===== src/rtl/wb_writeback_unit_if.sv =====
// MEM/WB writeback bundle and the register-file write ports of the writeback stage.
// The slave side is the writeback unit; the master side is the pipeline/register files.
interface wb_writeback_unit_if #(
  parameter int RET_W = 32
);
  logic             wb_valid;
  logic [31:0]      aluResultWb;
  logic [31:0]      memDataWb;
  logic [4:0]       rWWb;
  logic [1:0]       wrCtrlWb;
  logic [63:0]      fp_busW;
  logic             fp_regWr;
  logic             fp_double;

  logic             memwb_write;
  logic             regWr;
  logic [4:0]       rW;
  logic [31:0]      busW;
  logic             fpWrEn;
  logic [4:0]       fpRW;
  logic [31:0]      fpBusW;
  logic             fp_misalign;
  logic [RET_W-1:0] retired;

  modport master (
    output wb_valid, aluResultWb, memDataWb, rWWb, wrCtrlWb, fp_busW, fp_regWr, fp_double,
    input  memwb_write, regWr, rW, busW, fpWrEn, fpRW, fpBusW, fp_misalign, retired
  );

  modport slave (
    input  wb_valid, aluResultWb, memDataWb, rWWb, wrCtrlWb, fp_busW, fp_regWr, fp_double,
    output memwb_write, regWr, rW, busW, fpWrEn, fpRW, fpBusW, fp_misalign, retired
  );
endinterface


===== src/rtl/wb_writeback_unit.sv =====
// Writeback stage: drives the integer and 32-bit FP register-file write ports from MEM/WB,
// splitting FP doubles into high-then-low writes to an even/odd pair, and counts retirements.
module wb_writeback_unit #(
  parameter int RET_W = 32
) (
  input  logic                clk,
  input  logic                rst_n,
  wb_writeback_unit_if.slave  bus
);

  typedef enum logic {
    IDLE,
    LO_HALF
  } state_t;

  state_t           state;
  logic             reg_wr;
  logic [4:0]       rw_q;
  logic [31:0]      busw_q;
  logic             fp_wr;
  logic [4:0]       fp_rw;
  logic [31:0]      fp_bus;
  logic             misalign;
  logic [RET_W-1:0] retired_q;
  logic [3:0]       pair_base;
  logic [31:0]      lo_word;
  logic [31:0]      int_data;
  logic             is_double;

  always_comb begin
    int_data = bus.aluResultWb;
    case (bus.wrCtrlWb)
      2'b10:   int_data = bus.memDataWb;
      2'b11:   int_data = {{16{bus.memDataWb[15]}}, bus.memDataWb[15:0]};
      default: int_data = bus.aluResultWb;
    endcase
  end

  // Holding MEM/WB for one extra cycle lets the low half go out while the bundle is still parked.
  assign is_double       = bus.wb_valid && bus.fp_regWr && bus.fp_double;
  assign bus.memwb_write = !((state == IDLE) && is_double);

  always_ff @(posedge clk or negedge rst_n) begin
    if (!rst_n) begin
      state     <= IDLE;
      reg_wr    <= 1'b0;
      rw_q      <= 5'd0;
      busw_q    <= 32'd0;
      fp_wr     <= 1'b0;
      fp_rw     <= 5'd0;
      fp_bus    <= 32'd0;
      misalign  <= 1'b0;
      retired_q <= '0;
      pair_base <= 4'd0;
      lo_word   <= 32'd0;
    end else begin
      reg_wr   <= 1'b0;
      fp_wr    <= 1'b0;
      misalign <= 1'b0;
      case (state)
        IDLE: begin
          if (bus.wb_valid) begin
            reg_wr <= (bus.wrCtrlWb != 2'b00) && (bus.rWWb != 5'd0);
            rw_q   <= bus.rWWb;
            busw_q <= int_data;
            if (bus.fp_regWr) begin
              fp_wr <= 1'b1;
              if (bus.fp_double) begin
                // The pair base always has LSB 0; an odd request is flagged but still lands on the pair.
                fp_rw     <= {bus.rWWb[4:1], 1'b0};
                fp_bus    <= bus.fp_busW[63:32];
                lo_word   <= bus.fp_busW[31:0];
                pair_base <= bus.rWWb[4:1];
                misalign  <= bus.rWWb[0];
                state     <= LO_HALF;
              end else begin
                fp_rw     <= bus.rWWb;
                fp_bus    <= bus.fp_busW[31:0];
                retired_q <= retired_q + RET_W'(1);
              end
            end else begin
              retired_q <= retired_q + RET_W'(1);
            end
          end
        end
        LO_HALF: begin
          fp_wr     <= 1'b1;
          fp_rw     <= {pair_base, 1'b1};
          fp_bus    <= lo_word;
          retired_q <= retired_q + RET_W'(1);
          state     <= IDLE;
        end
      endcase
    end
  end

  assign bus.regWr       = reg_wr;
  assign bus.rW          = rw_q;
  assign bus.busW        = busw_q;
  assign bus.fpWrEn      = fp_wr;
  assign bus.fpRW        = fp_rw;
  assign bus.fpBusW      = fp_bus;
  assign bus.fp_misalign = misalign;
  assign bus.retired     = retired_q;

endmodule


===== src/flat_wrapper.sv =====
// flat-port wrapper written by rule: the top's interface ports become plain ports
module wb_writeback_unit_flat 
#(
  parameter int RET_W = 32
)
  (clk, rst_n, bus_wb_valid, bus_aluResultWb, bus_memDataWb, bus_rWWb, bus_wrCtrlWb, bus_fp_busW, bus_fp_regWr, bus_fp_double, bus_memwb_write, bus_regWr, bus_rW, bus_busW, bus_fpWrEn, bus_fpRW, bus_fpBusW, bus_fp_misalign, bus_retired);
  wb_writeback_unit_if #(.RET_W(RET_W)) bus_i ();
  input  logic clk;
  input  logic rst_n;
  input wire logic [$bits(bus_i.wb_valid)-1:0] bus_wb_valid;
  input wire logic [$bits(bus_i.aluResultWb)-1:0] bus_aluResultWb;
  input wire logic [$bits(bus_i.memDataWb)-1:0] bus_memDataWb;
  input wire logic [$bits(bus_i.rWWb)-1:0] bus_rWWb;
  input wire logic [$bits(bus_i.wrCtrlWb)-1:0] bus_wrCtrlWb;
  input wire logic [$bits(bus_i.fp_busW)-1:0] bus_fp_busW;
  input wire logic [$bits(bus_i.fp_regWr)-1:0] bus_fp_regWr;
  input wire logic [$bits(bus_i.fp_double)-1:0] bus_fp_double;
  output wire logic [$bits(bus_i.memwb_write)-1:0] bus_memwb_write;
  output wire logic [$bits(bus_i.regWr)-1:0] bus_regWr;
  output wire logic [$bits(bus_i.rW)-1:0] bus_rW;
  output wire logic [$bits(bus_i.busW)-1:0] bus_busW;
  output wire logic [$bits(bus_i.fpWrEn)-1:0] bus_fpWrEn;
  output wire logic [$bits(bus_i.fpRW)-1:0] bus_fpRW;
  output wire logic [$bits(bus_i.fpBusW)-1:0] bus_fpBusW;
  output wire logic [$bits(bus_i.fp_misalign)-1:0] bus_fp_misalign;
  output wire logic [$bits(bus_i.retired)-1:0] bus_retired;
  assign bus_i.wb_valid = bus_wb_valid;
  assign bus_i.aluResultWb = bus_aluResultWb;
  assign bus_i.memDataWb = bus_memDataWb;
  assign bus_i.rWWb = bus_rWWb;
  assign bus_i.wrCtrlWb = bus_wrCtrlWb;
  assign bus_i.fp_busW = bus_fp_busW;
  assign bus_i.fp_regWr = bus_fp_regWr;
  assign bus_i.fp_double = bus_fp_double;
  assign bus_memwb_write = bus_i.memwb_write;
  assign bus_regWr = bus_i.regWr;
  assign bus_rW = bus_i.rW;
  assign bus_busW = bus_i.busW;
  assign bus_fpWrEn = bus_i.fpWrEn;
  assign bus_fpRW = bus_i.fpRW;
  assign bus_fpBusW = bus_i.fpBusW;
  assign bus_fp_misalign = bus_i.fp_misalign;
  assign bus_retired = bus_i.retired;
  wb_writeback_unit #(.RET_W(RET_W)) u_core (.clk(clk), .rst_n(rst_n), .bus(bus_i));
endmodule

===== config.mk =====
export PLATFORM = sky130hd
export DESIGN_NAME = wb_writeback_unit_flat
export DESIGN_NICKNAME = d
export VERILOG_FILES = /design/src/rtl/wb_writeback_unit_if.sv /design/src/rtl/wb_writeback_unit.sv /design/src/flat_wrapper.sv
export SDC_FILE = /design/constraint.sdc
export NUM_CORES = 1
export LEC_CHECK = 0
export BUFFER_PORTS_ARGS = -buffer_cell sky130_fd_sc_hd__buf_2
export CAP_MARGIN = 20
export CORE_ASPECT_RATIO = 2
export CORE_UTILIZATION = 54
export CTS_CLUSTER_DIAMETER = 80
export DETAILED_ROUTE_END_ITERATION = 8
export PLACE_DENSITY = 0.92
export SYNTH_ARGS = -nofsm -noshare
export SYNTH_HDL_FRONTEND = slang
export SYNTH_SLANG_ARGS = --single-unit

===== constraint.sdc =====
create_clock -name clk -period 3.7 [get_ports clk]
set_clock_uncertainty 0.05 [all_clocks]
set_input_delay 0.555 -clock clk [delete_from_list [all_inputs] [get_ports clk]]
set_output_delay 0.555 -clock clk [all_outputs]
set_load 0.01 [all_outputs]

Yosys cells after proc, flatten, opt, wreduce, memory -nomap -nowiden
Cells that the tools add are included.
{"block": "word_totals", "register_bits": 146, "output_inout_bits": 110}
{"block": "op_classes", "n_addsub": 1, "n_eq_ne": 5, "n_mux": 26, "bitwise": 1, "n_reduce_logical": 11}
{"op": "$mux 32", "count": 6}
{"op": "$pmux 32 s2", "count": 3}
{"op": "$add 32x1->32 const B", "count": 1}
{"op": "$mux 1", "count": 12}
{"op": "$mux 5", "count": 2}
{"op": "$pmux 5 s2", "count": 1}
{"op": "$reduce_and 2->1", "count": 3}
{"op": "$reduce_bool 5->1", "count": 1}
{"op": "$eq 2x2->1 const B", "count": 2}
{"op": "$logic_and 1x1->1", "count": 4}
{"op": "$ne 2x2->1 const B", "count": 2}
{"op": "$pmux 1 s2", "count": 2}
{"op": "$reduce_and 4->1", "count": 1}
{"op": "$ne 3x3->1 const B", "count": 1}
{"op": "$reduce_bool 2->1", "count": 1}
{"op": "$logic_not 1->1", "count": 1}
{"op": "$not 1->1", "count": 1}

Depth between registers and ports, before layout
{"block": "depth", "ltp_word": 5, "ltp_mapped": 7, "mapped_depth_nobuf": 5}

Worst setup path after synthesis
OpenSTA, ideal clock, no wires.
{"block": "synth_path", "path_kind": "in2out", "from": "input port bus_fp_double", "to": "output port bus_memwb_write", "t_arrival_ns": 1.275, "t_required_ns": 3.095, "slack_ns": 1.820, "path_stages": 4, "n_path_buf": 2, "cell_sequence": "clkbuf_1 and3_1 inv_1 clkbuf_1"}
{"block": "synth_between", "elab_chain_len": 3}
{"item": "from (decl)", "line": "flat_wrapper.sv:17", "rtl": "input wire logic [$bits(bus_i.fp_double)-1:0] bus_fp_double;"}
{"item": "$logic_and 1x1->1", "line": "wb_writeback_unit.sv:40", "rtl": "assign is_double = bus.wb_valid && bus.fp_regWr && bus.fp_double;"}
{"item": "$logic_and 1x1->1", "line": "wb_writeback_unit.sv:41", "rtl": "assign bus.memwb_write = !((state == IDLE) && is_double);"}
{"item": "$logic_not 1->1", "line": "wb_writeback_unit.sv:41"}
{"item": "to (decl)", "line": "flat_wrapper.sv:18", "rtl": "output wire logic [$bits(bus_i.memwb_write)-1:0] bus_memwb_write;"}
No other way between the ends.

Final worst setup path
{"block": "layout_path", "from": "register u_core.state", "to": "output port bus_memwb_write"}
{"block": "layout_between", "elab_chain_len": 3}
{"item": "from (decl)", "line": "wb_writeback_unit.sv:16", "rtl": "state_t state;"}
{"item": "from (signal assigned)", "line": "wb_writeback_unit.sv:45", "rtl": "state <= IDLE;"}
{"item": "from (signal assigned)", "line": "wb_writeback_unit.sv:75", "rtl": "state <= LO_HALF;"}
{"item": "from (signal assigned)", "line": "wb_writeback_unit.sv:91", "rtl": "state <= IDLE;"}
{"item": "$not 1->1 (no line)"}
{"item": "$logic_and 1x1->1", "line": "wb_writeback_unit.sv:41"}
{"item": "$logic_not 1->1", "line": "wb_writeback_unit.sv:41"}
No other way between the ends.

==> flow_summary.ini <==
[synthesis]
yosys.cell_types.count = 38
ys_seq_area_frac = 0.538
synthMuxAreaShare = 0.0784
ys.flop_type = dfrtp_1
syn_inst = 729
synth-edff-count = 0
synth_fa_ha_area_frac = 0.00184
async_flop_share = 1.00
synthXorXnorAreaFrac = 0.0400
synth_nets = 870
yosys_warnings = 0
synth_simple_gate_area_frac = 0.191
synth-compound-area-share = 0.110
syn_area_per_cell_sq_um = 9.31
ys_ff_latch = 146
synth_top_family_by_area = simple AND/OR/NAND/NOR gates
netlist_area_sq_um = 6790

[detailed_routing]
route.met3.wl_microns = 789
dr_wl_met2_microns = 9560
wl_met1_microns = 6790
top_layer_used = met4
drt_iter0_markers = 327
dr.pass1.iters = 7
routedWlPerCell_microns = 15.8
ant_nets = 0
wirelength_microns = 17800
vias = 6082
avgViaCountPerCell = 5.40
drcViolationCount = 0

[global_routing]
grt.overflow.total = 0
antenna_found_initial = 3
groute.usage.overall = 0.285
grt_max_degree = 94
grt_pass1_vias = 6053
grt_pass1_wl_microns = 28400

[place]
place_area_sq_um = 8120
dp_slack_ps = 1420
dp.cells = 1092
gp_congestion = 0.863
hpwl_microns = 12800
io_buffers = 249

[cts]
ctsHoldBuffers = 0
cts_buffer_depth = 2
clkTransAtPathRegs_ps = 60
postCtsSetupRepairBufs = 0
clock-sinks = 146
cts_tree = yes
cts_resized = 0
cts_inserted_buffers = 17
insertion_delay_ps = 410
h-tree-depth = 4
cts-root-buf = clkbuf_16

[pwr]
power.density_nw_per_um2 = 502
leakagePower_nw = 4.60
max-vdd-ir-drop_v = 0.000393

[final_layout]
stdcell_count = 1127
nets = 1105
area_growth_pct = 27.9
drive_gt1_frac = 0.318
mostFrequentLayoutCell = buf_2
final_cell_mix = buf_2, nand2_1, dfrtp_1
design_area_sq_um = 8680

[run_status]
outcome = finished clean

[critical_path]
r2r_end = u_core.bus.busW[9]$_DFFE_PN0P_
crit_path_end_kind = output pin
crit_fanout = 38
worstSetupEndpoint = bus_memwb_write
r2r_slack_ps = 1590
crit_type = flop to output pin
r2r-start = u_core.state$_DFF_PN0_
startpoint = u_core.state$_DFF_PN0_
crit_required_ps = 3090
reg2regPathDepth = 5
cp_data_arrival_time_ps = 1630
critPathLaunchType = flop

[sta]
fmax_ghz = 0.447
setup_viol = 0
slew_headroom = 0.336
finalMaxSlewViolations = 0
setup_ws_ps = 1460
tightest_slew_ps = 992
worst_hold_slack_ps = 129
tns_ps = 0
min_period_ps = 2240
finalHoldViolCount = 0
rsz0062_at_grt = false
post-route-period-util = 0.605

[die]
fp-row-count = 57
core_area_sq_um = 12200
dieHeight_microns = 161
die_area_sq_um = 13000
ioPinCount = 250
initial_core_util = 0.556
die_w_microns = 81.3

[hold_path]
hp-class = input port to async pin

[run]
drv_cap = 0
[cell type report]
type | instances | area (sq um)
clock buffer | 20 | 447
clock inverter | 12 | 106
timing repair buffer | 260 | 1340
multi-input combinational | 518 | 2860
antenna | 3 | 7.51
sequential | 146 | 3650
fill | 917 | 3520
tap | 147 | 184
inverter | 21 | 78.8
[worst max-delay path, stage by stage, from the launching register on]
cell     delay, ps
dfrtp_2        400
nor2b_1        150
and3_1         190
inv_1           40
buf_4          250
buf_2          190
[per-layer routing]
metal / vias to the layer above / GRT usage
met3: 51 / 0.0648
met1: 2887 / 0.322
li1: 2909 / -
met2: 235 / 0.484
met5: - / 0
met4: 0 / 0.150
[kinds of logic after synthesis]
| family | count (synthesis) |
|---|---|
| and+or+nand+nor | 292 |
| DFF | 146 |
| AOI/OAI and AO/OA | 141 |
| buffers and inverters | 65 |
| muxes | 53 |
| xor gates and xnor gates | 31 |
| adders and majority gates | 1 |
[power by group]
part / switching, W / internal, W
Sequential: 0.000171 / 0.00182
Clock: 0.000666 / 0.000942
Combinational: 0.000432 / 0.000323
[flip-flops by register name, indices dropped and copies added, names as in the netlist]
name	count
u_core.bus.retired	32
u_core.pair_base	4
u_core.bus.busW	32
u_core.bus.fp_misalign	1
u_core.bus.regWr	1
u_core.bus.fpRW	5
u_core.bus.rW	5
u_core.bus.fpWrEn	1
u_core.state	1
u_core.bus.fpBusW	32
u_core.lo_word	32
[how the worst min path moves through the flow]
stage                                             startpoint                                  to  slack [ps]
final                                                  rst_n   u_core.bus.fpBusW[14]$_DFFE_PN0P_         130
after global routing                                   rst_n   u_core.bus.fpBusW[14]$_DFFE_PN0P_         220
after CTS                                              rst_n   u_core.bus.fpBusW[14]$_DFFE_PN0P_         190
after detailed placement  u_core.bus.retired[31]$_DFFE_PN0P_  u_core.bus.retired[31]$_DFFE_PN0P_         410
after global placement    u_core.bus.retired[31]$_DFFE_PN0P_  u_core.bus.retired[31]$_DFFE_PN0P_         400
after floorplan                                        rst_n      u_core.bus.busW[0]$_DFFE_PN0P_         210
[through the flow]
step,utilization,total power [W]
after floorplan,-,0.00239
after global placement,0.666,0.00273
after detailed placement,0.666,0.00277
after CTS,0.711,0.00438
after global routing,0.712,0.00456
final,0.712,0.00436
[Yosys cell counts, types with 2 or more instances]
master / number / area, sq um
a21oi_1: 49 / 245
and3_1: 2 / 12.5
and4_2: 3 / 30.0
buf_1: 4 / 15.0
buf_2: 3 / 15.0
buf_6: 2 / 22.5
clkbuf_1: 34 / 128
dfrtp_1: 146 / 3650
inv_1: 21 / 78.8
mux2i_1: 52 / 521
nand2_1: 187 / 702
nand2b_1: 2 / 12.5
nand3_1: 7 / 35.0
nand4_1: 6 / 37.5
nor2_1: 52 / 195
nor3_1: 8 / 40.0
nor4_1: 11 / 68.8
nor4_2: 4 / 50.1
o2111ai_2: 3 / 45.0
o21ai_0: 86 / 430
xnor2_1: 8 / 70.1
xor2_1: 23 / 201
Power figures use the tool's default switching activity.
